[config.mk]
export PLATFORM = sky130hd
export DESIGN_NAME = sram_port_arbiter
export DESIGN_NICKNAME = d
export VERILOG_FILES = /design/src/rtl/sram_port_arbiter.sv
export SDC_FILE = /design/constraint.sdc
export NUM_CORES = 1
export LEC_CHECK = 0
export ABC_AREA = 0
export BUFFER_PORTS_ARGS = -buffer_cell sky130_fd_sc_hd__buf_2
export CORE_ASPECT_RATIO = 1.5
export CORE_MARGIN = 2
export CORE_UTILIZATION = 35
export DETAILED_ROUTE_END_ITERATION = 8
export GPL_ROUTABILITY_DRIVEN = 0
export HOLD_SLACK_MARGIN = 0.03
export PLACE_DENSITY = 0.7
export SLEW_MARGIN = 20
export SYNTH_ARGS = -nofsm -noshare
export SYNTH_HDL_FRONTEND = slang
export SYNTH_SLANG_ARGS = --single-unit
[constraint.sdc]
create_clock -name clock -period 3.6 [get_ports clock]
set_input_delay 0.36 -clock clock [delete_from_list [all_inputs] [get_ports clock]]
set_output_delay 0.36 -clock clock [all_outputs]
set_load 0.03 [all_outputs]
[src/rtl/sram_port_arbiter.sv]
// Two-port arbiter/sequencer for the shared single-port SRAM: grant, issue, wait read latency, complete.
// Define MEMARB_FIXED_PRIORITY_EN for fixed port-1 priority instead of round-robin.
module sram_port_arbiter #(
   parameter int READ_LATENCY = 1
) (
   input  logic        clock,
   input  logic        reset,
   input  logic        moduleEnable,
   input  logic        memoryEnable1,
   input  logic        memoryEnable2,
   input  logic        readWrite1,
   input  logic        readWrite2,
   input  logic [14:0] Address1,
   input  logic [14:0] Address2,
   input  logic [31:0] Data1,
   input  logic [31:0] Data2,
   output logic [31:0] DataOut1,
   output logic [31:0] DataOut2,
   output logic        done1,
   output logic        done2,
   output logic        mem_enable,
   output logic        mem_readWrite,
   output logic [14:0] mem_address,
   output logic [31:0] mem_dataIn,
   input  logic [31:0] mem_dataOut
);

   typedef enum logic [1:0] {S_IDLE, S_ISSUE, S_WAIT, S_DONE} state_t;

   state_t     state;
   logic       gnt2;
   logic [2:0] cnt;
   logic       pick2;

`ifdef MEMARB_FIXED_PRIORITY_EN
   always_comb begin
      pick2 = memoryEnable2 & ~memoryEnable1;
   end
`else
   logic prio;

   // prio = 1 means port 2 wins a tie.
   always_comb begin
      pick2 = memoryEnable2 & (~memoryEnable1 | prio);
   end
`endif

   // NOTE: all state and outputs use non-blocking assignments so every register
   // samples pre-edge values, which keeps the grant/issue/done timing exact.
   always_ff @(posedge clock or posedge reset) begin
      if (reset) begin
         state         <= S_IDLE;
         gnt2          <= 1'b0;
         cnt           <= '0;
`ifndef MEMARB_FIXED_PRIORITY_EN
         prio          <= 1'b0;
`endif
         DataOut1      <= '0;
         DataOut2      <= '0;
         done1         <= 1'b0;
         done2         <= 1'b0;
         mem_enable    <= 1'b0;
         mem_readWrite <= 1'b0;
         mem_address   <= '0;
         mem_dataIn    <= '0;
      end else begin
         mem_enable <= 1'b0;
         done1      <= 1'b0;
         done2      <= 1'b0;
         case (state)
            S_IDLE: begin
               if (moduleEnable && (memoryEnable1 || memoryEnable2)) begin
                  gnt2          <= pick2;
                  mem_readWrite <= pick2 ? readWrite2 : readWrite1;
                  mem_address   <= pick2 ? Address2   : Address1;
                  mem_dataIn    <= pick2 ? Data2      : Data1;
                  mem_enable    <= 1'b1;
                  state         <= S_ISSUE;
               end
            end
            S_ISSUE: begin
               if (mem_readWrite) begin
                  done1 <= ~gnt2;
                  done2 <= gnt2;
                  state <= S_DONE;
               end else begin
                  cnt   <= 3'(READ_LATENCY - 1);
                  state <= S_WAIT;
               end
            end
            S_WAIT: begin
               if (cnt == 3'd0) begin
                  if (gnt2) DataOut2 <= mem_dataOut;
                  else      DataOut1 <= mem_dataOut;
                  done1 <= ~gnt2;
                  done2 <= gnt2;
                  state <= S_DONE;
               end else begin
                  cnt <= cnt - 3'd1;
               end
            end
            S_DONE: begin
`ifndef MEMARB_FIXED_PRIORITY_EN
               prio  <= ~gnt2;
`endif
               state <= S_IDLE;
            end
            default: state <= S_IDLE;
         endcase
      end
   end

endmodule

==> impl_metrics.ini <==
[routing]
ant_nets = 0
routedWlPerCell_um = 16.5
drtIter0Drc = 205
viasPerCell = 5.06
drt_pass1_iterations = 6
vias = 4651
drt_drc_violations_left = 0
wl_um = 15200

[floorplanning]
dieWidth_um = 106
start_util_pct = 35.8
io_pins = 248
die_area_um2 = 16500
die-height_um = 156
coreArea_um2 = 15100
rows = 55

[clock_tree]
cts_buffers = 17
ctsHoldBuffers = 0
cts_tree = done
cts_setup_buffers = 0
clockBufferDepth = 2
post_cts_resize_count = 0
clock-root-buffer = clkbuf_16
clk_pin_slew_ns = 0.06
h-tree-depth = 4
cts.sinks = 122
clk_latency_ns = 0.41

[synth]
yosys_warnings = 0
synth_top_family_by_area = compound AO/OA/AOI/OAI gates
synth_nets = 613
synth_area_leaders = dfrtp_1 (56%), mux2_4 (8.3%), mux2_2 (7.3%)
synth_area_um2 = 5420
ys_ff_latch = 122
synth-adder-area-share_pct = 1.61
synth.largest_area_cell = dfrtp_1
yosysTopAreaCellShare_pct = 56.3
synth-xor-area-share_pct = 0
yosys.area_share.simple_pct = 5.88
muxShareOfSynthArea_pct = 15.6
yosysUniqueCellTypes = 32
synthCells = 473
synth_compound_area_share_pct = 16.1
ys_seq_area_share_pct = 56.3
postSynthAreaPerCell_um2 = 11.5

[global_route]
gr-usage-met2_pct = 31.4
gr-usage-met1_pct = 22.1
grt_pass1_wl_um = 23800
grt_max_degree = 83
antenna_found_initial = 3
top_usage_layer = met2
grt_pass1_vias = 4693
track_usage_pct = 18.6
grt_overflow = 0
grtUsageMet3_pct = 6.00

[worst_setup_path]
endpoint_kind = register
crit_buf_inv = 4
crit_path_cell_trace = inv_1, ha_1, o211ai_4, buf_4, clkinv_1, buf_4, nor2_1, a21oi_1
critPathTopFamily = buffers and inverters
arrival_ns = 2.72
crit_top_cell = buf_4
crit_path_max_fanout = 49
required_ns = 3.87
slowest_stage = buf_4
critPathLaunchType = register
slowest_delay_ns = 0.48
path_class = reg -> reg

[placed_design]
io_buffer_count = 247
placed_area_um2 = 6770
hpwl_um = 10700

[cells_and_area]
final_nets = 846
drive_gt1_share_pct = 49.2
num-fill-cells = 1429
postLayoutCoreUtil_pct = 48.3
areaGrowthSynthToFinish_pct = 34.8
design_area_um2 = 7310

[sta]
finalClockSkew_ns = 0.00918
fin_crit_ns = 2.44
rsz0062_at_grt = false
finalSetupViolCount = 0
max-slew-margin-rel_pct = 34.0
worstMarginPinSlew_ns = 0.990
hold_violations = 0
finalHoldWorstSlack_ns = 0.132
fin_crit_sh_pct = 67.8
setup_tns_ns = 0
fmax_ghz = 0.410
slew_violations = 0

[min_path]
hold_class = in -> async

[power]
vdd_drop_max_mv = 0.400
p_leak_nw = 3.49
total_power_mw = 7.67
power.density_nw_per_um2 = 1050

[run]
drv_cap = 0

[status]
status = finished, final reports clean
[where the power goes]
part / leakage [nW] / internal (mW) / total, mW / switching, mW
registers: 1.42 / 2.06 / 2.42 / 0.366
logic: 1.81 / 1.31 / 3.68 / 2.37
clock network: 0.260 / 0.895 / 1.56 / 0.667
total: 3.49 / 4.27 / 7.67 / 3.40
[sequential cells by signal (all words and copies together), names as in the netlist]
register,count
prio,1
DataOut1,32
done1,1
mem_enable,1
DataOut2,32
cnt,3
done2,1
mem_dataIn,32
mem_address,15
mem_readWrite,1
gnt2,1
state,2
[synthesized netlist by cell type]
library cell / n
a2bb2oi_1: 1
nand2_1: 4
dfrtp_1: 122
mux2_4: 30
ha_1: 7
nand3_1: 4
o211ai_2: 1
and2_4: 1
a22oi_1: 1
inv_1: 7
and3b_1: 1
buf_6: 1
o32ai_1: 1
clkinv_1: 1
and2b_1: 2
inv_2: 1
nand2b_1: 2
buf_12: 3
clkbuf_1: 25
a31oi_1: 48
buf_2: 10
a21oi_1: 50
mux2_2: 35
o221ai_1: 1
and2_1: 1
nor2_1: 54
nand4b_1: 1
o21ai_1: 3
nor3_1: 3
o21ai_0: 50
nor2b_1: 1
a221oi_1: 1
[per-stage QoR]
stage / cells / setup WS [ns]
floorplan: 473 / 1.74
global placement: 886 / 1.30
detailed placement: 886 / 1.17
CTS: 918 / 1.16
global route: 919 / 0.972
finish: 919 / 1.16
[logic make-up (layout without fill, tap and decap cells)]
logic type                 Yosys count  in the layout
muxes                               65             65
buffers and inverters               48            294
AOI/OAI and AO/OA                  157            157
other                                0              1
adders and majority gates            7              7
and+or+nand+nor                     74             74
DFF                                122            122
[cell type report]
class | instances | area [um2] | area share, %
Sequential cell | 122 | 3050 | 41.8
Multi-Input combinational cell | 303 | 2130 | 29.2
Clock inverter | 14 | 114 | 1.56
Clock buffer | 18 | 429 | 5.87
Tap cell | 199 | 249 | 3.41
Timing Repair Buffer | 253 | 1290 | 17.7
Antenna cell | 1 | 2.50 | 0.0342
Inverter | 9 | 37.5 | 0.513
[path summary, 6_finish.rpt]
path / start / endpoint / slack [ns] / cells after the start
max in group asynchronous: reset / mem_dataIn[8]$_DFFE_PP0P_ / 2.56 / 3
min in group clock: mem_dataOut[23] / DataOut1[23]$_DFFE_PP0P_ / 0.20 / 2
max: state[0]$_DFFE_PP0P_ / mem_dataIn[8]$_DFFE_PP0P_ / 1.16 / 8
max reg2reg: state[0]$_DFFE_PP0P_ / mem_dataIn[8]$_DFFE_PP0P_ / 1.16 / 8
min: reset / mem_address[5]$_DFFE_PP0P_ / 0.13 / 2
min reg2reg: DataOut2[23]$_DFFE_PP0P_ / DataOut2[23]$_DFFE_PP0P_ / 0.50 / 1
[cell usage in the layout (no fill, tap or decap), types with 2 or more instances in the layout]
cell type	instances
and2b_1	2
o21ai_0	50
clkinvlp_4	4
clkinv_2	2
dfrtp_1	122
nor2_1	54
o21ai_1	3
nand3_1	4
inv_6	5
ha_1	7
clkinv_4	3
a31oi_1	48
mux2_2	35
buf_2	247
nand2_1	4
buf_4	5
inv_1	6
clkbuf_16	17
a21oi_1	50
nor3_1	3
mux2_4	30
[layer usage]
metal	wire, um	part of all wire [%]	vias to the layer above
li1	-	-	2165
met1	6100	40	2220
met2	7530	50	240
met3	1250	8.2	24
met4	295	1.9	2
met5	10	0.066	-
(Power assumes the default switching activity.)
